`src/rtl/mem_arbiter.sv`:
```
// Arbitrates instruction-fetch and load/store requesters onto one single-outstanding memory port.
// Load/store wins ties until fetch has waited STARVE_MAX consecutive ls grants.
module mem_arbiter #(
  parameter int STARVE_MAX = 4
) (
  input  logic        clk,
  input  logic        rst_,
  input  logic        if_req,
  input  logic [31:0] if_addr,
  output logic        if_gnt,
  output logic        if_rvalid,
  output logic [31:0] if_rdata,
  input  logic        ls_req,
  input  logic        ls_we,
  input  logic [31:0] ls_addr,
  input  logic [31:0] ls_wdata,
  input  logic [3:0]  ls_wstrb,
  output logic        ls_gnt,
  output logic        ls_rvalid,
  output logic [31:0] ls_rdata,
  output logic        mem_req,
  output logic        mem_we,
  output logic [31:0] mem_addr,
  output logic [31:0] mem_wdata,
  output logic [3:0]  mem_wstrb,
  input  logic        mem_ack,
  input  logic [31:0] mem_rdata
);

  localparam int SW = (STARVE_MAX < 1) ? 1 : $clog2(STARVE_MAX + 1);
  localparam logic [SW-1:0] SMAX = SW'(STARVE_MAX);

  typedef enum logic [1:0] {
    IDLE    = 2'd0,
    BUSY_IF = 2'd1,
    BUSY_LS = 2'd2
  } state_e;

  state_e        state_q;
  logic [SW-1:0] starve_q;
  logic [SW-1:0] starve_d;
  logic          mem_req_q;
  logic          mem_we_q;
  logic [31:0]   mem_addr_q;
  logic [31:0]   mem_wdata_q;
  logic [3:0]    mem_wstrb_q;
  logic          if_rvalid_q;
  logic [31:0]   if_rdata_q;
  logic          ls_rvalid_q;
  logic [31:0]   ls_rdata_q;
  logic          starve_full;
  logic          idle;

  // Grants are combinational so a requester sees acceptance in the cycle it asks.
  assign idle        = rst_ && (state_q == IDLE);
  assign starve_full = (starve_q == SMAX);
  assign if_gnt      = idle && if_req && (!ls_req || starve_full);
  assign ls_gnt      = idle && ls_req && !if_gnt;

  always_comb begin
    starve_d = starve_q;
    if (if_gnt) begin
      starve_d = '0;
    end else if (ls_gnt && if_req && !starve_full) begin
      starve_d = starve_q + SW'(1);
    end
  end

  always_ff @(posedge clk or negedge rst_) begin
    if (!rst_) begin
      state_q     <= IDLE;
      starve_q    <= '0;
      mem_req_q   <= 1'b0;
      mem_we_q    <= 1'b0;
      mem_addr_q  <= '0;
      mem_wdata_q <= '0;
      mem_wstrb_q <= '0;
      if_rvalid_q <= 1'b0;
      if_rdata_q  <= '0;
      ls_rvalid_q <= 1'b0;
      ls_rdata_q  <= '0;
    end else begin
      if_rvalid_q <= 1'b0;
      ls_rvalid_q <= 1'b0;
      starve_q    <= starve_d;
      case (state_q)
        IDLE: begin
          if (if_gnt) begin
            state_q     <= BUSY_IF;
            mem_req_q   <= 1'b1;
            mem_we_q    <= 1'b0;
            mem_addr_q  <= if_addr;
            mem_wdata_q <= '0;
            mem_wstrb_q <= '0;
          end else if (ls_gnt) begin
            state_q     <= BUSY_LS;
            mem_req_q   <= 1'b1;
            mem_we_q    <= ls_we;
            mem_addr_q  <= ls_addr;
            mem_wdata_q <= ls_wdata;
            mem_wstrb_q <= ls_wstrb;
          end
        end
        BUSY_IF: begin
          if (mem_ack) begin
            state_q     <= IDLE;
            mem_req_q   <= 1'b0;
            if_rvalid_q <= 1'b1;
            if_rdata_q  <= mem_rdata;
          end
        end
        BUSY_LS: begin
          if (mem_ack) begin
            state_q     <= IDLE;
            mem_req_q   <= 1'b0;
            ls_rvalid_q <= 1'b1;
            // Stores complete with zero data so a stale read value never leaks out.
            ls_rdata_q  <= mem_we_q ? 32'd0 : mem_rdata;
          end
        end
        default: begin
          state_q   <= IDLE;
          mem_req_q <= 1'b0;
        end
      endcase
    end
  end

  assign mem_req   = mem_req_q;
  assign mem_we    = mem_we_q;
  assign mem_addr  = mem_addr_q;
  assign mem_wdata = mem_wdata_q;
  assign mem_wstrb = mem_wstrb_q;
  assign if_rvalid = if_rvalid_q;
  assign if_rdata  = if_rdata_q;
  assign ls_rvalid = ls_rvalid_q;
  assign ls_rdata  = ls_rdata_q;

endmodule
```
`config.mk`:
```
export PLATFORM = sky130hd
export DESIGN_NAME = mem_arbiter
export DESIGN_NICKNAME = d
export VERILOG_FILES = /design/src/rtl/mem_arbiter.sv
export SDC_FILE = /design/constraint.sdc
export NUM_CORES = 1
export LEC_CHECK = 0
export BUFFER_PORTS_ARGS = -buffer_cell sky130_fd_sc_hd__clkbuf_2
export CAP_MARGIN = 10
export CORE_UTILIZATION = 42
export DETAILED_ROUTE_END_ITERATION = 16
export PLACE_DENSITY = 0.83
export SYNTH_ARGS = -nofsm -noshare
export SYNTH_HDL_FRONTEND = slang
export SYNTH_SLANG_ARGS = --single-unit
```
`constraint.sdc`:
```
create_clock -name clk -period 2.1 [get_ports clk]
set_clock_uncertainty 0.15 [all_clocks]
set_input_delay 0.63 -clock clk [delete_from_list [all_inputs] [get_ports clk]]
set_output_delay 0.63 -clock clk [all_outputs]
set_load 0.01 [all_outputs]
```
# After elaboration in Yosys (flattened, before gate mapping)
# Cells that the tools add are included.
[word_totals] regBits=141 wordCells=58
[classes] addsub=1 eq_ne=5 muxes=22 reduce_logical=19
[ops] cell="$mux 32" count=5
[ops] cell="$mux 1" count=8
[ops] cell="$mux 4" count=2
[ops] cell="$reduce_and 2->1" count=4
[ops] cell="$logic_and 1x1->1" count=7
[ops] cell="$mux 2" count=3
[ops] cell="$mux 3" count=2
[ops] cell="$pmux 2 s2" count=1
[ops] cell="$reduce_bool 2->1" count=2
[ops] cell="$add 3x1->3 const B" count=1
[ops] cell="$eq 3x3->1 const B" count=1
[ops] cell="$logic_not 1->1" count=3
[ops] cell="$ne 3x3->1 const B" count=1
[ops] cell="$eq 2x1->1 const B" count=1
[ops] cell="$eq 2x2->1 const B" count=1
[ops] cell="$logic_not 2->1" count=1
[ops] cell="$ne 2x1->1 const B" count=1
[ops] cell="$pmux 1 s2" count=1
[ops] cell="$reduce_or 2->1" count=1
[ops] cell="$logic_or 1x1->1" count=1

# Longest topological paths before layout
[logic_depth] ltp_word=10 depth_mapped=9 depth_no_buf=5

# Least setup slack after synthesis
# No wires, ideal clock.
[synth_timing] kind="reg2out" from="register state_q[1]" to="output if_gnt" arrival_ps=1439 required_time_ps=1320 setup_slack_ps=-119 stages_incl_launch_ff=9 cell_sequence="dfrtp_1 > inv_1 > ha_1 > buf_6 > and3_4 > nor2b_4 > buf_6 > buf_6 > buf_4"
[synth_between] elab_chain_len=4
[synth_lines] element="start, declared" line_no="39" rtl="state_e state_q;"
[synth_lines] element="start signal, assigned" line_no="71" rtl="state_q <= IDLE;"
[synth_lines] element="start signal, assigned" line_no="89" rtl="state_q <= BUSY_IF;"
[synth_lines] element="start signal, assigned" line_no="96" rtl="state_q <= BUSY_LS;"
[synth_lines] element="$logic_not 2->1" line_no="55" rtl="assign idle = rst_ && (state_q == IDLE);"
[synth_lines] element="$logic_and 1x1->1" line_no="55"
[synth_lines] element="$logic_and 1x1->1 (2 in a row)" line_no="57" rtl="assign if_gnt = idle && if_req && (!ls_req || starve_full);"
[synth_lines] element="end, declared" line_no="10" rtl="output logic if_gnt,"
# Every way passes these cells.

# Final worst setup path
# Same ends and word-level chain as after synthesis.

==> metrics.md <==
| Metric | Value |
|---|---|
| Vias in the first global route | `4,936` |
| Hpwl dp | `10.6 mm` |
| Failing checks | `negative setup slack` |
| Port buffer count | `275` |
| Seq/Total Area, Yosys | `60.7%` |
| VDD IR max | `721 uV` |
| WHS | `46.5 ps` |
| Setup ws final | `-170 ps` |
| Post-CTS Hold Buffers | `0` |
| WP buf/inv | `2` |
| RSZ-0062 raised after global routing | `yes` |
| Area leader, netlist | `dfrtp_1` |
| CTS tree | `yes` |
| Final WL | `14.9 mm` |
| Max clock buf depth | `2` |
| WL per Instance | `15.0 microns` |
| Clock period minus worst slack | `2270 ps` |
| Top FF cell, synth | `dfrtp_1` |
| First-pass GRT wire length | `24.1 mm` |
| Crit path max-delay cell type | `dfrtp_1` |
| Fmax | `440 MHz` |
| Crit Path Max Fanout | `3` |
| Multi-input gate area | `2120 sq um` |
| CP top delay family | `flip-flops` |
| Total die area | `14,300 sq um` |
| Clock transition at path regs | `60 ps` |
| Share of post-route cells with drive strength above 1 | `46.3%` |
| Asr flop ratio synth | `100%` |
| Most common cell in the netlist | `dfrtp_1` |
| TritonCTS Buffers | `17` |
| DR vias | `4,997` |
| Required time of the critical path | `1320 ps` |
| Synthesis Warnings | `0` |
| Crit path DAT | `1490 ps` |
| P_leak | `4.37 nW` |
| Post-synth EDFFs | `0` |
| Antenna violations before repair | `0` |
| DRC | `0` |
| Die extent in x | `120 microns` |
| Slew HR | `60.9%` |
| Via density | `5.03` |
| P&R area growth vs syn | `40.0%` |
| Pre-antenna DRT Iters | `4` |
| Crit-path cells | `inv_2 -> ha_4 -> and3_4 -> nor2b_4 -> buf_6` |
| Status | `complete, but fails checks` |
| Top cells by area, synth | `dfrtp_1, nand2_1, mux2_2, a221o_1, and3_1` |
| Die height | `120 microns` |
| Max Cap Viol | `0` |
| Setup_tns | `-271 ps` |
| Commonest cells post-synth | `dfrtp_1, nand2_1, a21oi_1` |
| Initial core utilization | `43.6%` |
| Synthesized area per cell | `11.2 sq um` |
| Final Setup Violations | `2` |
| Netlist cell types | `28` |
| Fill count | `1,107` |
| GP Congestion | `0.772` |
| Tcrit/Tclk final | `108%` |
| Share of Yosys cell area claimed by the top area cell type | `60.7%` |
| Max H-tree Level | `4` |
| Antenna cell count | `0` |
| Tightest Pin Transition | `587 ps` |
| Post-Syn Nets | `664` |
| ANT nets after route | `0` |
| #FFs+latches synth | `141` |
| # IOs | `276` |
| Gate Count Post-Synth | `521` |
| Row count | `42` |
| Gr ovfl total | `0` |
| Max-slew violations | `0` |
| Worst Hold Class | `in -> async` |
| Type of origin of the critical path | `flop` |
| CTS Sinks | `141` |
| Worst Setup Path Type | `reg -> out` |
| Nets | `948` |
| Slowest cell delay on critical path | `390 ps` |
| Largest net degree at the start of global routing | `66` |
| Total Power Consumption | `0.0125 W` |
| Register area | `3530 sq um` |
| Hold Fails Final Rpt | `0` |
| Total track usage | `21.5%` |
| Clk Latency, worst-skew pair | `410 ps` |
| Critical path endpoint category | `primary output` |
| Clock Tree Root | `clkbuf_16` |
| 1st-iter DRT viols | `275` |
| Power Dens Cells | `1530 nW/um^2` |
| Post-synthesis instance area | `5820 sq um` |
| Core Region | `13,300 sq um` |
-- metal layers --
metal,track usage (%),share of wire (%),vias up
met1,26.7,43,2405
met3,6.37,5.8,21
met2,35.5,50,197
li1,-,-,2374
met4,7.73,1.7,0
met5,0,0,-
-- state kept, by name, indices dropped and copies added, names as in the netlist --
name       count
mem_we         1
mem_wstrb      4
if_rvalid      1
if_rdata      32
ls_rdata      32
ls_rvalid      1
mem_wdata     32
starve_q       3
state_q        2
mem_req        1
mem_addr      32
-- placed cells by master (no fill, tap or decap), drive strengths merged --
cell type and instances:
clkbuf 294, dfrtp 141, nand2 110, a21oi 38, o21ai 35, and3 34
mux2 33, nand2b 32, a221o 32, buf 32, inv 8, ha 5
clkinv 5, nand3 4, bufinv 3, nor2 2, nor2b 2, o211ai 2
a21boi 1, o211a 1, nand4 1, xor2 1, o22a 1, clkinvlp 1
-- metrics by stage --
step	setup WS [ps]	utilization (%)	std cells	area, sq um
after floorplan	-93.9	-	521	5820
after global placement	54.8	55.5	952	7410
after detailed placement	48.7	55.5	952	7410
after CTS	-194	60.3	989	8060
after global routing	-232	61.0	994	8140
final	-170	61.0	994	8140
-- power by group --
part	internal, W	switching [W]	leakage, nW	total (W)
combinational	0.00223	0.00247	2.31	0.00471
sequential	0.00405	0.000748	1.77	0.00479
clock	0.00190	0.00109	0.288	0.00299
-- logic make-up (layout without fill, tap and decap cells) --
group           count (synthesis)  count (layout)  share of synthesized area, %
mux                            33              33                          6.39
simple gates                  185             185                          15.2
buf+inv                        46             343                          3.85
compound gates                110             110                          12.7
flops                         141             141                          60.7
fa+ha+maj                       5               5                          1.08
xor+xnor                        1               1                         0.151
-- worst paths after layout --
path,from,to,slack (ps),depth (start not counted)
worst min-delay path,rst_,starve_q[1],50,2
min in group clk,ls_wdata[24],mem_wdata[24],280,3
worst min register to register,ls_rdata[22],ls_rdata[22],330,2
worst max register to register,state_q[1],mem_addr[7],60,8
max in group asynchronous,rst_,ls_rdata[31],880,3
worst max-delay path,state_q[1],if_gnt,-170,5
-- final cells by class --
class | count | share of cell area, %
clock buffer | 22 | 5.58
clock inverter | 10 | 1.71
inverter | 7 | 0.323
multi-input combinational | 334 | 26.0
sequential | 141 | 43.4
tap | 176 | 2.71
timing repair buffer | 304 | 20.3
-- timing repair --
item,4_1_cts,5_1_grt
setup endpoints to repair,2,2
setup buffers,5,5
pin swaps,2,3
resized for setup,4,13
Power figures use the tool's default switching activity.
